--- src/rtl/mmio_counter_reader.sv ---
// MMIO responder for the EXM-stage performance counters: a free-running cycle
// counter and a retired-instruction counter, each with a snapshot copy. Loads
// in the window are answered one cycle later. Stores in the window can clear
// the live counters or snapshot them.
module mmio_counter_reader #(
  parameter logic [31:0] BASE_ADDR = 32'h8000_0000,
  parameter logic [31:0] NOP_INST  = 32'h0000_0013
) (
  input  logic        clk,
  input  logic        rst,
  input  logic        stall,
  input  logic        rd_en,
  input  logic [3:0]  wbe,
  input  logic [31:0] addr,
  input  logic [31:0] EXMinst,
  output logic [31:0] rdata,
  output logic        rdata_valid
);

  localparam logic [5:0] OFF_CYCLES      = 6'h10;
  localparam logic [5:0] OFF_INSTS       = 6'h14;
  localparam logic [5:0] OFF_CLEAR       = 6'h18;
  localparam logic [5:0] OFF_SNAP        = 6'h1C;
  localparam logic [5:0] OFF_SNAP_CYCLES = 6'h20;
  localparam logic [5:0] OFF_SNAP_INSTS  = 6'h24;

  logic [31:0] cycles_q,      cycles_d;
  logic [31:0] insts_q,       insts_d;
  logic [31:0] snap_cycles_q, snap_cycles_d;
  logic [31:0] snap_insts_q,  snap_insts_d;
  logic [31:0] rdata_q,       rdata_d;
  logic        rdata_valid_q, rdata_valid_d;

  logic [31:0] off_full;
  logic [5:0]  off;
  logic        in_win;
  logic        is_store;
  logic        st_acc;
  logic        ld_acc;
  logic        do_clear;
  logic        do_snap;
  logic        inst_retired;
  logic [31:0] rd_mux;

  // Window decode and acceptance of loads and stores.
  always_comb begin
    off_full     = addr - BASE_ADDR;
    in_win       = (off_full[31:6] == '0);
    off          = off_full[5:0];
    is_store     = |wbe;
    st_acc       = is_store && !stall && in_win;
    ld_acc       = rd_en && !is_store && !stall && in_win;
    do_clear     = st_acc && (off == OFF_CLEAR);
    do_snap      = st_acc && (off == OFF_SNAP);
    inst_retired = !stall && (EXMinst != NOP_INST);
  end

  // Read mux over the register values held before this edge.
  always_comb begin
    rd_mux = '0;
    case (off)
      OFF_CYCLES:      rd_mux = cycles_q;
      OFF_INSTS:       rd_mux = insts_q;
      OFF_SNAP_CYCLES: rd_mux = snap_cycles_q;
      OFF_SNAP_INSTS:  rd_mux = snap_insts_q;
      default:         rd_mux = '0;
    endcase
  end

  // Next-state for the counters, snapshots, and the registered load response.
  always_comb begin
    cycles_d      = cycles_q + 32'd1;
    insts_d       = inst_retired ? insts_q + 32'd1 : insts_q;
    snap_cycles_d = snap_cycles_q;
    snap_insts_d  = snap_insts_q;
    rdata_d       = rdata_q;
    rdata_valid_d = rdata_valid_q;

    // Clear takes priority over the increment of the same cycle.
    if (do_clear) begin
      cycles_d = '0;
      insts_d  = '0;
    end

    if (do_snap) begin
      snap_cycles_d = cycles_q;
      snap_insts_d  = insts_q;
    end

    // A stall freezes the response. Otherwise a response lasts one cycle, and
    // rdata keeps its last value after rdata_valid drops.
    if (ld_acc) begin
      rdata_d       = rd_mux;
      rdata_valid_d = 1'b1;
    end else if (!stall) begin
      rdata_valid_d = 1'b0;
    end
  end

  // State registers with synchronous reset.
  always_ff @(posedge clk) begin
    if (rst) begin
      cycles_q      <= '0;
      insts_q       <= '0;
      snap_cycles_q <= '0;
      snap_insts_q  <= '0;
      rdata_q       <= '0;
      rdata_valid_q <= 1'b0;
    end else begin
      cycles_q      <= cycles_d;
      insts_q       <= insts_d;
      snap_cycles_q <= snap_cycles_d;
      snap_insts_q  <= snap_insts_d;
      rdata_q       <= rdata_d;
      rdata_valid_q <= rdata_valid_d;
    end
  end

  assign rdata       = rdata_q;
  assign rdata_valid = rdata_valid_q;

endmodule
--- config.mk ---
export PLATFORM = sky130hd
export DESIGN_NAME = mmio_counter_reader
export DESIGN_NICKNAME = d
export VERILOG_FILES = /design/src/rtl/mmio_counter_reader.sv
export SDC_FILE = /design/constraint.sdc
export NUM_CORES = 1
export LEC_CHECK = 0
export BUFFER_PORTS_ARGS = -buffer_cell sky130_fd_sc_hd__buf_2
export CORE_MARGIN = 2
export CORE_UTILIZATION = 55
export CTS_CLUSTER_DIAMETER = 120
export DETAILED_ROUTE_END_ITERATION = 10
export PLACE_DENSITY = 0.77
export SYNTH_ARGS = -nofsm -noshare
export SYNTH_HDL_FRONTEND = slang
export SYNTH_SLANG_ARGS = --single-unit
export TNS_END_PERCENT = 30
--- constraint.sdc ---
create_clock -name clk -period 2.3 [get_ports clk]
set_input_delay 0.23 -clock clk [delete_from_list [all_inputs] [get_ports clk]]
set_output_delay 0.23 -clock clk [all_outputs]
set_load 0.1 [all_outputs]
* Word-level counts from Yosys, hierarchy flattened
Cells that the tools add are included.
** Storage, ports and cells
- Bits in registers :: 161
- Latch bits :: 0
- RAM bits :: 0
- Memory bits (read-only) :: 0
- Input bits :: 72
- Word-level logic and storage cells :: 33
- Memories :: 0
** Operators by class
- Add/sub/neg operators :: 3
- Multipliers :: 0
- Divide/modulo/power cells :: 0
- $lt $le $gt $ge :: 0
- Equal/unequal tests :: 8
- Shifts and indexed selects :: 0
- Multiplexer cells :: 3
- Bitwise operators :: 0
- Reductions and logical operators :: 13
** Operators with widths (number)
- $pmux 32 s4 :: 1
- $add 32x1->32 const B :: 2
- $ne 32x5->1 const B :: 1
- $sub 32x32->32 const B :: 1
- $logic_not 26->1 :: 1
- $eq 6x5->1 const B :: 4
- $eq 6x6->1 const B :: 2
- $logic_and 1x1->1 :: 8
- $reduce_or 4->1 :: 1
- $logic_not 1->1 :: 2
- $mux 1 :: 2
- $ne 2x1->1 const B :: 1
- $reduce_or 2->1 :: 1

* Longest topological paths before layout
Gate-level depths: netlist of run 1.
- Depth in word-level cells :: 6
- Depth in mapped cells :: 7

* Least setup slack after synthesis of run 1
No wires, ideal clock.
- Path type :: reg-to-reg
- From :: register insts_q[0]
- To :: register insts_q[24]
- Arrival time :: 1.773 ns
- Required time :: 2.230 ns
- Slack :: 0.457 ns
- Cell stages (with the launch flop) :: 7
- Path buffers :: 1
- Clock period less this slack :: 1.843 ns
- Path through :: dfxtp_1 > ha_1 > and3_1 > clkbuf_1 > o21ai_1 > or4_1 > a21oi_1
** Between the ends
- Cells in the longest elaborated chain, start to end :: 1
** Ends and longest elaborated chain
- start, declared :: RTL line 28 : logic [31:0] insts_q, insts_d;
- start signal, assigned :: RTL line 111 : insts_q <= insts_d;
- $add 32x1->32 :: RTL line 73 : insts_d = inst_retired ? insts_q + 32'd1 : insts_q;
Every way passes these cells.
A chain may end at the register's enable or synchronous reset.

* Worst setup path after layout of run 1
- From :: register insts_q[11]
- To :: register insts_q[31]
Same word-level chain as after synthesis.

==> flow_summary.ini, run 1 <==
[status]
run_status = finished, final reports clean

[synthesis]
async_flop_share_pct = 0
synth_cell_types = 46
synthDominantCellAreaShare_pct = 43.01
syn-num-nets = 949
syn_area_sq_um = 7495
syn_avg_cell_area_sq_um = 8.565
ys_seq_area_share_pct = 43.01
synthDominantAreaCellType = dfxtp_1
ys_ff_latch = 161
syn_inst = 875
yosys_warnings = 0
synth-edff-count = 0
netlist_top_cells_area = dfxtp_1, mux2i_1, nand2_1
synthFlopType = dfxtp_1

[critical_path]
crit_path_end_kind = flop
critPathTopFamily = simple AND/OR/NAND/NOR gates
max_stage_delay_ns = 0.47
critPathRequiredTime_ns = 2.65
cp_slowest_cell = dfxtp_1
critPathBufInv = 0
crit_fanout = 7
path_cells = nand4_4 > nor4_4 > nand4_1 > or4_1 > a21oi_1
critical_path_class = reg -> reg
crit_path_start_kind = flop
arrival_ns = 2.37

[power_and_ir_drop]
power_mw = 5.834
p_clk_share_pct = 48.2
power.density_nw_per_um2 = 663.9
combPwrFrac_pct = 3.6
peakVddDrop_mv = 0.4984
power.share.sequential_pct = 48.2
leakagePower_nw = 3.330
power.switching_mw = 1.237
intPower_mw = 4.597
swShare_pct = 21.21

[cells_and_area]
fin_cells = 1149
finish.utilization_pct = 66.09
nets = 1034
final_layout_size_suffix_gt1_share_pct = 21.17
final_area_sq_um = 8787
n_antenna_cell = 0
syn_to_final_growth_pct = 17.25
fill_cells = 1103

[grt]
grt_pass1_vias = 5967
grt_start_max_net_pins = 66
grt_pass1_wl_microns = 28860
track_usage_pct = 24.63
antenna_found_initial = 0
overflow = 0

[place]
dp.cells = 1117
gp_congestion = 0.7700
port-buffer-count = 104
dpl.hpwl_microns = 11250
pre_cts_ws_ns = 0.2527
place_area_sq_um = 8194

[floorplan]
rows = 42
core_area_sq_um = 13300
ios = 105
start_util_pct = 56.37
die-area_sq_um = 14580
chipWidth_microns = 120.7
dieHeight_microns = 120.7

[timing]
post-route-min-period_ns = 2.017
hold_violations = 0
worst_slack_ns = 0.2833
hold_ws_ns = 0.2259
maxSlewViolCount = 0
finClkSkew_ns = 0.008991
timing.fmax_mhz = 495.9
max_slew_margin_pct = 60.77
rsz0062_at_grt = no
fin_crit_sh_pct = 87.68
tns_ns = 0
setup_violations = 0
tightest_slew_ns = 0.5878

[clocking]
cts_tree = done
root_buffer = clkbuf_16
insertion_delay_ns = 0.43
clock_sinks = 161
postCtsSetupBuffers = 0
htreeDepth = 4
hold_buffers = 0
numCtsBuffers = 17
cts_resized = 0
clockBufferDepth = 2
path_clk_slew_ns = 0.06

[run]
drv_cap = 0

[route]
dr_wl_met3_microns = 904
vias = 6525
wl_per_cell_microns = 15.16
drt-total-wl_microns = 17410
drtIter0Drc = 455
wl_met2_microns = 8153
firstDrtPassIters = 4
via_per_inst = 5.679
ant_nets = 0
highest_layer = met4
drc = 0
wl_met1_microns = 8075

[min_path]
min_path_type = in -> reg
==> power by group through the flow <==
| stage | Combinational, mW | Clock [mW] | Sequential (mW) |
|---|---|---|---|
| after floorplan | 0.125 | 0 | 2.87 |
| after global routing | 0.226 | 2.98 | 2.81 |
| after global placement | 0.208 | 0 | 2.87 |
| after CTS | 0.211 | 2.83 | 2.81 |
| after detailed placement | 0.209 | 0 | 2.87 |
| final | 0.210 | 2.81 | 2.81 |
==> final timing paths <==
kind / startpoint / endpoint / slack, ns / cells past startpoint
setup / recovery: insts_q[11] / insts_q[31] / 0.28 / 5
hold / removal: stall / rdata_valid / 0.23 / 3
setup reg to reg: insts_q[11] / insts_q[31] / 0.28 / 5
hold reg to reg: snap_insts_q[23] / snap_insts_q[23] / 0.45 / 2
==> sequential cells by signal, indices dropped and copies added (netlist names) <==
name,flops
cycles_q,32
insts_q,32
rdata,32
snap_cycles_q,32
snap_insts_q,32
rdata_valid,1
==> worst reg2reg max path: cells and delay by family, from the launching register on <==
family          cells  cell delay (ns)
compound gates      1             0.15
flops               1             0.47
simple gates        4             1.34
==> layout make-up <==
type                            count  area, sq um  area share (%)
Multi-Input combinational cell    641         3933           44.75
Sequential cell                   161         3223           36.68
Inverter                            8        30.03          0.3417
Tap cell                          176        220.2           2.506
Timing Repair Buffer              131        788.3           8.971
Clock inverter                      9        105.1           1.196
Clock buffer                       23        488.0           5.553
==> cells by family after synthesis <==
group	after synthesis	share of synthesized area, %
adder cells (fa/ha/maj)	2	0.3338
AND/OR/NAND/NOR	383	24.98
flip-flops	161	43.00
multiplexers	67	8.948
buffers and inverters	73	4.608
AO/OA/AOI/OAI	146	13.11
XOR/XNOR	43	5.025
==> per-layer routing <==
layer | global-route usage [%] | vias to the layer above
met5 | 0 | -
met4 | 8.794 | 0
met3 | 5.094 | 20
met2 | 40.75 | 154
met1 | 31.84 | 3078
li1 | - | 3273
==> synthesized netlist by cell type (5+ instances only) <==
master,number
a21oi_1,83
and3_1,8
and4_1,5
buf_2,29
clkbuf_1,30
dfxtp_1,161
inv_1,8
mux2i_1,67
nand2_1,144
nand3_1,22
nand4_1,21
nor2_1,88
nor3_1,39
nor4_1,17
o2111ai_1,7
o21ai_0,13
o221a_2,32
o31ai_1,6
or3_1,9
or4_1,6
xnor2_1,8
xor2_1,35
==> cell usage in the layout (no fill, tap or decap), types with 3 or more instances in the layout <==
cell,count
nand3_1,22
xnor2_1,8
mux2i_1,67
clkinvlp_4,4
o21ai_0,13
and3_1,8
o211ai_1,4
buf_2,103
or4_1,6
or3_1,9
nor4_4,3
clkinv_2,3
dfxtp_1,161
and4_1,4
clkbuf_8,4
a21oi_1,83
inv_1,8
nand2_1,144
nand4_1,21
buf_12,5
buf_4,23
nor3_1,38
xor2_1,35
o2111ai_1,7
o221a_2,32
clkbuf_16,17
nor4_1,17
nor2_1,88
o31ai_1,6
nand3b_1,3
(Power assumes the default switching activity.)
==> inputs of run 2 (changes only) <==
Settings changed: ABC_AREA set to 1, CORE_UTILIZATION 55 to 60, PLACE_DENSITY 0.77 to 0.81.
==> run 2 against run 1 <==
Against the previous run:
- non-clock buffer count is 5 lower
- maximum frequency up 11%
- clock skew down 0.0029 ns
- sequential cell count did not move
- global-route usage grew 7.8 points
- clock-buffer cell count is the same
- via count grew 56%
- final area grew 22%
==> flow_summary.ini, run 2 <==
[route]
ant_nets = 0
wl_per_cell_microns = 13.67
drc = 0
drt-total-wl_microns = 26690
firstDrtPassIters = 6
vias = 10200
drtIter0Drc = 1032
via_per_inst = 5.224

[power_and_ir_drop]
power_mw = 6.047
power.density_nw_per_um2 = 562.5
leakagePower_nw = 4.353
peakVddDrop_mv = 0.5785

[min_path]
hold_start = rst
min_path_type = in -> reg
hold_depth = 4
min_to = snap_insts_q[19]

[timing]
timing.fmax_mhz = 548.5
tightest_slew_ns = 0.7385
finClkSkew_ns = 0.006080
fin_crit_sh_pct = 79.27
setup_violations = 0
tns_ns = 0
hold_violations = 0
post-route-min-period_ns = 1.823
max_slew_margin_pct = 50.77
rsz0062_at_grt = no
maxSlewViolCount = 0

[place]
dpl.hpwl_microns = 18260
gp_congestion = 1.014
port-buffer-count = 104

[grt]
grt_pass1_wl_microns = 43190
track_usage_pct = 32.48
grt_start_max_net_pins = 65
antenna_found_initial = 0
grt_pass1_vias = 9116
overflow = 0

[synthesis]
async_flop_share_pct = 0
ys_seq_area_share_pct = 33.94
synth_cell_types = 27
synth_common_cells = nand2_1, nor2_1, inv_1
ys_ff_latch = 161
yosys_warnings = 0
syn_inst = 1655
netlist_top_cells_area = dfxtp_1, nand2_1, nor2_1
syn-num-nets = 1729
syn_area_sq_um = 9495
synthDominantCellAreaShare_pct = 33.94
syn_avg_cell_area_sq_um = 5.737
synthDominantAreaCellType = dfxtp_1
synth-edff-count = 0
synthFlopType = dfxtp_1
synth_most_common_cell = nand2_1

[cells_and_area]
syn_to_final_growth_pct = 13.23
multi_input_area_sq_um = 5079
final_layout_size_suffix_gt1_share_pct = 9.937
n_antenna_cell = 0
nets = 1803
final_cell_mix = nand2_1, nor2_1, inv_1, dfxtp_1, buf_2
seq_area_sq_um = 3223
fill_cells = 1413
mostFrequentLayoutCell = nand2_1

[clocking]
cts_tree = done
postCtsSetupBuffers = 0
cts_resized = 0
path_clk_slew_ns = 0.06
insertion_delay_ns = 0.44
root_buffer = clkbuf_16
hold_buffers = 0
clock_sinks = 161
clockBufferDepth = 2
htreeDepth = 4
numCtsBuffers = 17

[critical_path]
critical_path_class = reg -> reg
r2r-end = cycles_q[18]
crit_path_end_kind = flop
crit_fanout = 5
reg2reg_slack_ns = 0.48
crit_path_start_kind = flop
rr_worst_depth = 7
critPathRequiredTime_ns = 2.62
arrival_ns = 2.14
r2r_start = cycles_q[0]

[floorplan]
dieHeight_microns = 129.8
ios = 105
rows = 45
die-area_sq_um = 16850
start_util_pct = 62.00
core_area_sq_um = 15310
chipWidth_microns = 129.8

[run]
drv_cap = 0

[status]
run_status = finished, final reports clean
run 2: area by class of cell:
| cell class | instances | area share (%) |
|---|---|---|
| inverters | 228 | 7.960 |
| multi-input cells | 1195 | 47.24 |
| clock buffers | 23 | 4.445 |
| clock inverters | 8 | 1.199 |
| well taps | 211 | 2.455 |
| repair buffers | 126 | 6.726 |
| flip-flops and latches | 161 | 29.98 |
run 2: per-layer routing:
layer	GRT usage (%)	vias to the layer above	wire, microns
met5	0	-	0
met3	6.519	76	2136
met1	42.27	4542	11220
met2	52.14	414	12290
li1	-	5166	-
met4	14.99	0	1048
run 2: kinds of logic after synthesis:
logic type | synth area share [%]
buf+inv | 12.83
xor+xnor | 1.845
fa+ha+maj | 0.2635
compound gates | 4.375
simple gates | 46.74
flops | 33.94
run 2: worst max path at each step:
stage / from / to / slack, ns / depth (start not counted)
finish: cycles_q[0] / cycles_q[18] / 0.48 / 7
CTS: cycles_q[0] / cycles_q[18] / 0.51 / 7
global placement: addr[8] / rdata[25] / 0.50 / 10
detailed placement: addr[8] / rdata[23] / 0.44 / 10
floorplan: cycles_q[0] / cycles_q[18] / 0.78 / 7
global route: cycles_q[0] / cycles_q[22] / 0.30 / 9
run 2: stage by stage:
stage | util, % | hold WS [ns] | instance area (sq um) | worst slack (ns) | instances
final | 70.20 | 0.1912 | 10750 | 0.4768 | 1952
after global routing | 70.20 | 0.1883 | 10750 | 0.2983 | 1952
after CTS | 70.20 | 0.1873 | 10750 | 0.5129 | 1952
after detailed placement | 66.24 | 0.4531 | 10140 | 0.4413 | 1921
after global placement | 66.24 | 0.4455 | 10140 | 0.4992 | 1921
after floorplan | - | 0.3790 | 9495 | 0.7791 | 1655
run 2: report_power, final:
group | total, mW | leakage, nW | internal, mW | switching (mW)
logic | 0.298 | 2.76 | 0.100 | 0.197
registers | 2.80 | 1.30 | 2.80 | 0.00953
clock network | 2.95 | 0.293 | 1.79 | 1.15
run 2: critical path: stages (launching register included):
cell and delay, ns:
dfxtp_1 0.38, ha_1 0.21, nand3_1 0.24, nor3_4 0.29, nand2_1 0.13, nor2_1 0.21, xor2_1 0.20, nor2_1 0.05
==> inputs of run 3 (changes only) <==
Settings changed: CORE_UTILIZATION 60 to 54, PLACE_DENSITY 0.81 to 0.77.
Clock period 2.3 ns to 1.6 ns, I/O delays scaled along.
==> run 3 against run 2 <==
Against the previous run:
- first-iteration DRC count is 4.7% lower
- power is 43% higher
- worst setup slack worse by 0.41 ns
- hold slack worse by 0.14 ns
- core utilization is 5.2 points lower
- non-clock buffer count is 30 higher
- clock power is 41% higher
- via count is 2.0% higher
- final cell count is 2.3% higher
- final area is 4.3% higher
- critical endpoint is now cycles_q[26]
==> flow_summary.ini, run 3 (synthesis results as in run 2) <==
[status]
run_status = finished, final reports clean

[timing]
tightest_slew_ns = 0.8722
finClkSkew_ns = 0.01108
max_slew_margin_pct = 41.79
tns_ns = 0
maxSlewViolCount = 0
timing.fmax_mhz = 650.4
fin_crit_sh_pct = 96.09
post-route-min-period_ns = 1.537
hold_violations = 0
setup_violations = 0
rsz0062_at_grt = yes

[cells_and_area]
final_layout_size_suffix_gt1_share_pct = 13.21
syn_to_final_growth_pct = 18.05
n_antenna_cell = 0
final_cell_mix = nand2_1, nor2_1, inv_1, dfxtp_1, buf_2
finish.utilization_pct = 65.03
nets = 1833
mostFrequentLayoutCell = nand2_1

[clocking]
path_clk_slew_ns = 0.07
root_buffer = clkbuf_16
htreeDepth = 4
clock_sinks = 161
insertion_delay_ns = 0.45
cts_tree = done
clockBufferDepth = 2
numCtsBuffers = 17

[power_and_ir_drop]
leakagePower_nw = 4.535
power.density_nw_per_um2 = 771.2
peakVddDrop_mv = 0.7904

[place]
dpl.hpwl_microns = 18900
gp_congestion = 0.9105
port-buffer-count = 104

[grt]
antenna_found_initial = 0
overflow = 0
grt_pass1_vias = 9220
grt_start_max_net_pins = 65
grt_pass1_wl_microns = 44810
track_usage_pct = 30.28

[floorplan]
start_util_pct = 55.09
ios = 105
rows = 48
dieHeight_microns = 136.6
core_area_sq_um = 17240
die-area_sq_um = 18660
chipWidth_microns = 136.6

[route]
drt-total-wl_microns = 27430
vias = 10410
ant_nets = 0
wl_per_cell_microns = 13.74
drtIter0Drc = 984
via_per_inst = 5.210
firstDrtPassIters = 6
drc = 0

[critical_path]
crit_path_end_kind = flop
critical_path_class = reg -> reg
reg2reg_slack_ns = 0.06
arrival_ns = 1.92
critPathRequiredTime_ns = 1.98
crit_path_start_kind = flop
crit_fanout = 4

[run]
drv_cap = 0

[min_path]
min_path_type = in -> reg
[run 3: changes by cell type in the layout (fill, tap and decap cells not counted), moves of 4 or more]
cell | previous run | this run
buf_4 | 19 | 39
nor2_4 | 2 | 8
clkinvlp_4 | 1 | 5
nor2_2 | 4 | 12
buf_12 | 3 | 13
nor2_1 | 421 | 407
[run 3: critical path, stage by stage, from the launching register on]
cell     delay (ns)
dfxtp_1        0.43
nand2_1        0.11
nor3_1         0.26
nand2_1        0.17
nor2_1         0.23
nand3_1        0.12
a21oi_1        0.16
[run 3: final cells by class]
cell class              count  area [sq um]
multi-input cells        1195          5181
repair buffers            156          1074
clock inverters            12         133.9
flip-flops and latches    161          3227
clock buffers              20         456.7
well taps                 225         281.5
fillers                  1612          6027
inverters                 228         855.8
[run 3: stage by stage]
step	area, sq um	hold slack (ns)	total power, mW	instances	setup WS [ns]
finish	11210	0.04848	8.645	1997	0.06258
global route	11210	0.07040	8.850	1997	-0.01605
CTS	11100	0.05254	8.642	1997	0.01802
detailed placement	10510	0.4494	4.576	1965	0.03879
global placement	10510	0.4439	4.569	1965	0.07691
floorplan	9495	0.3090	4.359	1655	0.07912
[run 3: power breakdown]
group,switching (mW),internal [mW]
clock,1.77,2.38
sequential,0.00686,4.02
combinational,0.299,0.172
total,2.08,6.57
[run 3: layer usage]
layer,share of wire [%],GRT usage (%),vias to the layer above
li1,-,-,5245
met1,44,40.96,4721
met2,46,47.69,374
met3,7.8,6.148,65
met4,2.4,11.17,0
met5,0,0,-
[run 3: worst paths after layout]
kind,start,to,cells past startpoint
worst max-delay path,cycles_q[16],cycles_q[26],6
worst max register to register,cycles_q[16],cycles_q[26],6
worst min register to register,rdata_valid,rdata_valid,2
worst min-delay path,stall,rdata_valid,3
[run 3: what timing repair did]
item,in CTS,in global routing
setup endpoints to repair,0,32
hold buffers,0,0
setup buffers,0,0
resized for setup,0,34
